**src/rtl/ysyx_24100027_pkg.sv**
```systemverilog
// Shared definitions for the ysyx_24100027 instruction fetch unit:
// FSM state encodings, fault cause codes, reset constants and small helpers.
package ysyx_24100027_pkg;

    typedef enum logic [2:0] {
        ST_FETCH = 3'd0,
        ST_WAIT  = 3'd1,
        ST_EXEC  = 3'd2,
        ST_HALT  = 3'd3,
        ST_FAULT = 3'd4
    } ifu_state_e;

    typedef enum logic [1:0] {
        CAUSE_NONE     = 2'd0,
        CAUSE_BUS_ERR  = 2'd1,
        CAUSE_TIMEOUT  = 2'd2,
        CAUSE_MISALIGN = 2'd3
    } fault_cause_e;

    localparam logic [31:0] RESET_PC_DEFAULT = 32'h8000_0000;
    localparam logic [15:0] TIMEOUT_DEFAULT  = 16'd1024;
    localparam logic [31:0] NOP_INST         = 32'h0000_0013;

    // Instructions are word aligned; any low address bit set is a misaligned target.
    function automatic logic pc_misaligned(input logic [31:0] addr);
        return (addr[1:0] != 2'b00);
    endfunction

endpackage

```
**src/rtl/ysyx_24100027_ifu_if.sv**
```systemverilog
// Instruction memory request/response bus: the IFU is the master, memory the slave.
interface ysyx_24100027_ifu_if;

    logic        req_valid;
    logic        req_ready;
    logic [31:0] req_addr;
    logic        rsp_valid;
    logic [31:0] rsp_data;
    logic        rsp_err;

    modport master (
        output req_valid,
        output req_addr,
        input  req_ready,
        input  rsp_valid,
        input  rsp_data,
        input  rsp_err
    );

    modport slave (
        input  req_valid,
        input  req_addr,
        output req_ready,
        output rsp_valid,
        output rsp_data,
        output rsp_err
    );

endinterface

```
**src/rtl/ysyx_24100027_ifu_wdog.sv**
```systemverilog
// Fetch watchdog: counts enabled cycles and flags expiry on the TIMEOUT-th one.
module ysyx_24100027_ifu_wdog #(
    parameter logic [15:0] TIMEOUT = 16'd1024
) (
    input  logic clk,
    input  logic rst,
    input  logic clr,
    input  logic en,
    output logic expire
);

    logic [15:0] cnt_r;
    logic        expire_r;

    // Expiry is precomputed one count early so the flag is a register yet
    // still lands on exactly the TIMEOUT-th enabled cycle.
    always_ff @(posedge clk) begin
        if (rst) begin
            cnt_r    <= 16'd0;
            expire_r <= 1'b0;
        end else if (clr) begin
            cnt_r    <= 16'd0;
            expire_r <= 1'b0;
        end else if (en) begin
            cnt_r    <= cnt_r + 16'd1;
            expire_r <= (cnt_r == (TIMEOUT - 16'd2));
        end else begin
            cnt_r    <= cnt_r;
            expire_r <= expire_r;
        end
    end

    assign expire = expire_r;

endmodule

```
**src/rtl/ysyx_24100027_ifu.sv**
```systemverilog
// Instruction fetch unit: owns the architectural PC, fetches over a valid/ready bus,
// holds each instruction for the core until commit, and traps on bus, timeout or alignment faults.
module ysyx_24100027_ifu
    import ysyx_24100027_pkg::*;
#(
    parameter logic [31:0] RESET_PC = RESET_PC_DEFAULT,
    parameter logic [15:0] TIMEOUT  = TIMEOUT_DEFAULT
) (
    input  logic                clk,
    input  logic                rst,
    ysyx_24100027_ifu_if.master imem,
    output logic [31:0]         pc,
    output logic [31:0]         inst,
    output logic                inst_valid,
    input  logic                commit,
    input  logic [31:0]         npc,
    input  logic                halt_req,
    output logic                halted,
    output logic                fault,
    output logic [1:0]          fault_cause,
    output logic [31:0]         fault_pc,
    output logic [31:0]         instret
);

    ifu_state_e   state_r;
    ifu_state_e   next_state_s;
    fault_cause_e cause_r;
    fault_cause_e cause_s;
    logic [31:0]  pc_r;
    logic [31:0]  inst_r;
    logic [31:0]  fault_pc_r;
    logic [31:0]  fault_pc_s;
    logic [31:0]  instret_r;
    logic         halted_r;
    logic         fault_r;
    logic         capture_s;
    logic         load_pc_s;
    logic         retire_s;
    logic         set_halt_s;
    logic         set_fault_s;
    logic         in_wait_s;
    logic         wdog_expire_s;

    assign in_wait_s = (state_r == ST_WAIT);

    ysyx_24100027_ifu_wdog #(
        .TIMEOUT (TIMEOUT)
    ) u_wdog (
        .clk    (clk),
        .rst    (rst),
        .clr    (~in_wait_s),
        .en     (in_wait_s),
        .expire (wdog_expire_s)
    );

    // FSM state register.
    always_ff @(posedge clk) begin
        if (rst) begin
            state_r <= ST_FETCH;
        end else begin
            state_r <= next_state_s;
        end
    end

    // Next-state decode plus one-cycle load/retire/fault strobes for the datapath.
    always_comb begin
        next_state_s = state_r;
        capture_s    = 1'b0;
        load_pc_s    = 1'b0;
        retire_s     = 1'b0;
        set_halt_s   = 1'b0;
        set_fault_s  = 1'b0;
        cause_s      = CAUSE_NONE;
        fault_pc_s   = pc_r;
        case (state_r)
            ST_FETCH: begin
                // A response in the accept cycle is a zero-wait memory; anything
                // arriving without an accept is stale and dropped.
                if (imem.req_ready) begin
                    if (imem.rsp_valid) begin
                        if (imem.rsp_err) begin
                            next_state_s = ST_FAULT;
                            set_fault_s  = 1'b1;
                            cause_s      = CAUSE_BUS_ERR;
                        end else begin
                            next_state_s = ST_EXEC;
                            capture_s    = 1'b1;
                        end
                    end else begin
                        next_state_s = ST_WAIT;
                    end
                end else begin
                    next_state_s = ST_FETCH;
                end
            end
            ST_WAIT: begin
                if (imem.rsp_valid) begin
                    if (imem.rsp_err) begin
                        next_state_s = ST_FAULT;
                        set_fault_s  = 1'b1;
                        cause_s      = CAUSE_BUS_ERR;
                    end else begin
                        next_state_s = ST_EXEC;
                        capture_s    = 1'b1;
                    end
                end else if (wdog_expire_s) begin
                    next_state_s = ST_FAULT;
                    set_fault_s  = 1'b1;
                    cause_s      = CAUSE_TIMEOUT;
                end else begin
                    next_state_s = ST_WAIT;
                end
            end
            ST_EXEC: begin
                if (commit) begin
                    retire_s = 1'b1;
                    if (halt_req) begin
                        next_state_s = ST_HALT;
                        set_halt_s   = 1'b1;
                    end else if (pc_misaligned(npc)) begin
                        next_state_s = ST_FAULT;
                        set_fault_s  = 1'b1;
                        cause_s      = CAUSE_MISALIGN;
                        fault_pc_s   = npc;
                    end else begin
                        next_state_s = ST_FETCH;
                        load_pc_s    = 1'b1;
                    end
                end else begin
                    next_state_s = ST_EXEC;
                end
            end
            ST_HALT: begin
                next_state_s = ST_HALT;
            end
            ST_FAULT: begin
                next_state_s = ST_FAULT;
            end
            default: begin
                // An illegal encoding parks the unit rather than fetching from an unknown PC.
                next_state_s = ST_FAULT;
                set_fault_s  = 1'b1;
            end
        endcase
    end

    // Architectural PC, instruction latch, retire counter and sticky status.
    always_ff @(posedge clk) begin
        if (rst) begin
            pc_r       <= RESET_PC;
            inst_r     <= NOP_INST;
            instret_r  <= 32'd0;
            halted_r   <= 1'b0;
            fault_r    <= 1'b0;
            cause_r    <= CAUSE_NONE;
            fault_pc_r <= 32'd0;
        end else begin
            if (capture_s) begin
                inst_r <= imem.rsp_data;
            end
            if (load_pc_s) begin
                pc_r <= npc;
            end
            if (retire_s) begin
                instret_r <= instret_r + 32'd1;
            end
            if (set_halt_s) begin
                halted_r <= 1'b1;
            end
            if (set_fault_s) begin
                fault_r    <= 1'b1;
                cause_r    <= cause_s;
                fault_pc_r <= fault_pc_s;
            end
        end
    end

    assign imem.req_valid = (state_r == ST_FETCH);
    assign imem.req_addr  = pc_r;
    assign inst_valid     = (state_r == ST_EXEC);
    assign pc             = pc_r;
    assign inst           = inst_r;
    assign instret        = instret_r;
    assign halted         = halted_r;
    assign fault          = fault_r;
    assign fault_cause    = cause_r;
    assign fault_pc       = fault_pc_r;

endmodule

```
**src/flat_wrapper.sv**
```systemverilog
// flat-port wrapper written by rule: the top's interface ports become plain ports
module ysyx_24100027_ifu_flat import ysyx_24100027_pkg::*;
#(
    parameter logic [31:0] RESET_PC = RESET_PC_DEFAULT,
    parameter logic [15:0] TIMEOUT  = TIMEOUT_DEFAULT
)
  (clk, rst, pc, inst, inst_valid, commit, npc, halt_req, halted, fault, fault_cause, fault_pc, instret, imem_req_valid, imem_req_addr, imem_req_ready, imem_rsp_valid, imem_rsp_data, imem_rsp_err);
  ysyx_24100027_ifu_if imem_i ();
  input  logic clk;
  input  logic rst;
  output logic [31:0] pc;
  output logic [31:0] inst;
  output logic inst_valid;
  input  logic commit;
  input  logic [31:0] npc;
  input  logic halt_req;
  output logic halted;
  output logic fault;
  output logic [1:0] fault_cause;
  output logic [31:0] fault_pc;
  output logic [31:0] instret;
  output wire logic [$bits(imem_i.req_valid)-1:0] imem_req_valid;
  output wire logic [$bits(imem_i.req_addr)-1:0] imem_req_addr;
  input wire logic [$bits(imem_i.req_ready)-1:0] imem_req_ready;
  input wire logic [$bits(imem_i.rsp_valid)-1:0] imem_rsp_valid;
  input wire logic [$bits(imem_i.rsp_data)-1:0] imem_rsp_data;
  input wire logic [$bits(imem_i.rsp_err)-1:0] imem_rsp_err;
  assign imem_req_valid = imem_i.req_valid;
  assign imem_req_addr = imem_i.req_addr;
  assign imem_i.req_ready = imem_req_ready;
  assign imem_i.rsp_valid = imem_rsp_valid;
  assign imem_i.rsp_data = imem_rsp_data;
  assign imem_i.rsp_err = imem_rsp_err;
  ysyx_24100027_ifu #(.RESET_PC(RESET_PC), .TIMEOUT(TIMEOUT)) u_core (.clk(clk), .rst(rst), .imem(imem_i), .pc(pc), .inst(inst), .inst_valid(inst_valid), .commit(commit), .npc(npc), .halt_req(halt_req), .halted(halted), .fault(fault), .fault_cause(fault_cause), .fault_pc(fault_pc), .instret(instret));
endmodule
```
**config.mk**
```make
export PLATFORM = sky130hd
export DESIGN_NAME = ysyx_24100027_ifu_flat
export DESIGN_NICKNAME = d
export VERILOG_FILES = /design/src/rtl/ysyx_24100027_pkg.sv /design/src/rtl/ysyx_24100027_ifu_if.sv /design/src/rtl/ysyx_24100027_ifu_wdog.sv /design/src/rtl/ysyx_24100027_ifu.sv /design/src/flat_wrapper.sv
export SDC_FILE = /design/constraint.sdc
export NUM_CORES = 1
export LEC_CHECK = 0
export ABC_AREA = 1
export BUFFER_PORTS_ARGS = -buffer_cell sky130_fd_sc_hd__clkbuf_2
export CAP_MARGIN = 10
export CORE_MARGIN = 5
export CORE_UTILIZATION = 30
export CTS_CLUSTER_DIAMETER = 200
export DETAILED_ROUTE_END_ITERATION = 7
export GPL_ROUTABILITY_DRIVEN = 0
export PLACE_DENSITY = 0.58
export SETUP_SLACK_MARGIN = 0.2
export SYNTH_ARGS = -nofsm -noshare
export SYNTH_HDL_FRONTEND = slang
export SYNTH_SLANG_ARGS = --single-unit
```
**constraint.sdc**
```tcl
create_clock -name clk -period 3.25 [get_ports clk]
set_input_delay 0.325 -clock clk [delete_from_list [all_inputs] [get_ports clk]]
set_output_delay 0.325 -clock clk [all_outputs]
set_load 0.02 [all_outputs]
```
==> reports/results.tsv <==
metric	value	unit
dpl cells	1533	
gr usage total	14.8	%
critical path class	reg -> reg	
WL/cell	12.9	um
1st-iter DRT viols	469	
Hold Vio Cnt, Final	0	
simple-gate share of the synthesized area	33.2	%
power density cells	509	nW/um^2
syn avg cell area	6.65	um^2
Final Non-Filler Cells	1564	
synth top area cells	dfxtp_1, nor2_1, nand2_1	
slowest library cell on the worst path	dfxtp_1	
Yosys top cell area share	43.6	%
clk slew on worst S/H paths	60	ps
Worst-Skew Late Latency	420	ps
Vert. Die Dim	163	um
Yosys top cell by area	dfxtp_1	
Worst setup EP type	flip-flop	
FF-to-FF path depth	9	
Via Count	6820	
Pre-Repair DR Iteration Count	5	
required time worst endpoint	3560	ps
pin count of the biggest net entering global routing	80	
Yosys warnings	0	
Worst slew margin	54.3	%
Post-CTS Repair Setup Buffers	0	
clock power share	43.5	%
Starting Density	30.6	%
Worst Hold Class	in -> reg	
Remaining Overflow, GRT	0	
CTS buffer count	17	
final WL	20200	um
post-CTS sizing	0	
final cycle utilization of the critical path	65.4	%
#FFs+latches synth	152	
sequential fraction of the synthesis area	43.6	%
clk root buf	clkbuf_16	
Clock Skew	12.2	ps
actual slew at the worst max-slew pin	686	ps
syn_nets	1124	
RR Startpoint	u_core.state_r[2]$_SDFF_PP0_	
Horiz. Die Dim	163	um
post-synthesis compound-gate area fraction	9.21	%
Post-Synth XOR/XNOR Area	0.753	%
Sequential Power Share	44.7	%
Final Util	38.5	%
Die ar.	26400	um^2
diode count	0	
Peak VDD IR	0.271	mV
endpoints failing setup	0	
RSZ-0062 raised after global routing	false	
mapped cell area	6980	um^2
Ports	237	
outcome	completed	
Post-Synth Adder-Cell Area	0.538	%
CTS tree	yes	
synthesized instance count	1050	
first-pass GRT wire length	31900	um
CP max stage delay	360	ps
antenna-violating nets left	0	
# port buffers	236	
synthesis-to-finish area growth	25.5	%
worst hold endpoint	u_core.inst[0]$_SDFFE_PP1P_	
layout cells sized above 1	23.5	%
mux cell area share after synthesis	0	%
CP arrival	2430	ps
largest family of logic cells by synthesized area	simple AND/OR/NAND/NOR gates	
CP top delay family	simple AND/OR/NAND/NOR gates	
Critical Path Fanout Max	32	
Net Sw Frac	26.9	%
vias in the first global route	6205	
Period minus WS final	2120	ps
Hold Startpoint	imem_rsp_data[0]	
combinational share of power	11.8	%
Pleak	4.36	nW
Max Cap Violations	0	
reg-to-reg slack, setup	1130	ps
setup TNS	0	ps
via/cell ratio	4.36	
worst-case clock buffer depth	2	
Core Rows	55	
max-slew violations	0	
fin nets	1313	
internal power	0.00326	W
critical-path cell list	inv_2, nand2_2, nor2_8, nand2_2, buf_4, inv_2, or2_2, nor2_1, nor2_1	
CTS Hold Bufs	0	
DRC	0	
Synth cell types	37	
hold-critical path depth	3	
RR Endpoint	u_core.fault_cause[1]$_SDFFE_PP0P_	
P_sw	0.00120	W
Fmax achieved	471	MHz
Core Box Area	22800	um^2
WP buf/inv	3	
DP Wirelength	14600	um
H-tree depth	4	
initial antenna violation count	0	
startpoint types	flip-flop	
clk sinks	152	
## flip-flops by register name, summed over array words and instances (netlist names)
signal and count:
u_core.fault_cause 2, u_core.halted 1, u_core.instret 32, u_core.fault 1
u_core.inst 32, u_core.imem.req_addr 32, u_core.u_wdog.cnt_r 16, u_core.u_wdog.expire 1
u_core.fault_pc 32, u_core.state_r 3
## power by group through the flow
stage | clock (W) | combinational [W] | sequential, W
after floorplan | 0 | 0.000255 | 0.00212
after global placement | 0 | 0.000530 | 0.00203
after detailed placement | 0 | 0.000533 | 0.00204
after CTS | 0.00201 | 0.000535 | 0.00199
after global routing | 0.00209 | 0.000594 | 0.00200
final | 0.00194 | 0.000525 | 0.00199
## cells by family after synthesis
group                      Yosys count
and+or+nand+nor                    572
buffers and inverters              192
DFF                                152
AOI/OAI and AO/OA                  125
xor gates and xnor gates             6
adders and majority gates            3
## worst min-delay path, delay by kind of cell
family                 cells  cell delay, ps
and+or+nand+nor            2              90
buffers and inverters      1              70
## per-layer routing
layer	global-route usage, %	routed length [um]
met1	18.4	8900
met2	25.2	9600
met3	3.87	1350
met4	4.61	329
met5	0	0
## worst max-delay path by stage
stage	slack, ps	cells past startpoint	endpoint	from
2_1_floorplan	1620	8	u_core.fault_pc[28]$_SDFFE_PP0P_	u_core.state_r[0]$_SDFF_PP0_
3_3_place_gp	1070	9	u_core.fault_cause[1]$_SDFFE_PP0P_	npc[0]
3_5_place_dp	1040	9	u_core.fault_cause[1]$_SDFFE_PP0P_	npc[0]
4_1_cts	1070	9	u_core.fault_cause[1]$_SDFFE_PP0P_	u_core.state_r[2]$_SDFF_PP0_
5_1_grt	900	9	u_core.fault_cause[1]$_SDFFE_PP0P_	u_core.state_r[2]$_SDFF_PP0_
6_report	1130	9	u_core.fault_cause[1]$_SDFFE_PP0P_	u_core.state_r[2]$_SDFF_PP0_
## placed cells by master (no fill, tap or decap), types with 2 or more instances in the layout
| cell type | n |
|---|---|
| nor2_1 | 254 |
| nand2_1 | 249 |
| clkbuf_2 | 236 |
| dfxtp_1 | 152 |
| inv_1 | 113 |
| o21ai_0 | 85 |
| a21oi_1 | 32 |
| nand3_1 | 26 |
| clkbuf_16 | 17 |
| nand4_1 | 14 |
| nor3_1 | 9 |
| buf_4 | 6 |
| inv_2 | 5 |
| clkinv_2 | 4 |
| clkbuf_8 | 4 |
| xor2_1 | 3 |
| xnor2_1 | 3 |
| or2_2 | 3 |
| nand3_2 | 3 |
| ha_1 | 3 |
| inv_6 | 3 |
| o21bai_1 | 2 |
| nand2_2 | 2 |
| nor2_4 | 2 |
| o21a_1 | 2 |
| nor2_2 | 2 |
| clkinv_4 | 2 |
## stage by stage
step | setup WS (ps) | hold WS (ps) | area [um^2] | power [W]
floorplan | 1620 | 430 | 6980 | 0.00238
global placement | 1070 | 438 | 8190 | 0.00256
detailed placement | 1040 | 444 | 8190 | 0.00257
CTS | 1070 | 87.9 | 8760 | 0.00454
global route | 904 | 107 | 8760 | 0.00468
finish | 1130 | 110 | 8760 | 0.00446
## cell usage after synthesis
library cell	n
or2_2	3
nor2_8	1
inv_2	5
nor2_2	3
nor2_1	254
xor2_1	3
nand3_2	3
and2_1	1
nand2_2	2
nor4_1	1
buf_2	13
dfxtp_1	152
ha_1	3
nor3_1	9
nor3_2	1
nand2_1	249
inv_1	114
xnor2_1	3
a31oi_1	1
nand4_2	1
nand3_1	26
o31ai_1	1
buf_4	37
o21a_1	2
a21oi_1	32
nand4_1	14
buf_6	1
buf_1	2
nor2_4	1
o211ai_1	1
nor3b_1	1
clkbuf_1	20
o22ai_1	1
o21ai_0	85
nor4b_1	1
o21bai_1	2
and3_1	1
## area by class of cell
| cell class | count | area, um^2 |
|---|---|---|
| clock inverter | 9 | 88.8 |
| clock buffer | 22 | 484 |
| multi-input combinational | 706 | 3060 |
| inverter | 119 | 448 |
| sequential | 152 | 3040 |
| tap | 313 | 392 |
| fill | 2446 | 14000 |
| timing repair buffer | 243 | 1250 |
Note: power is estimated with default switching activity, not from simulation.
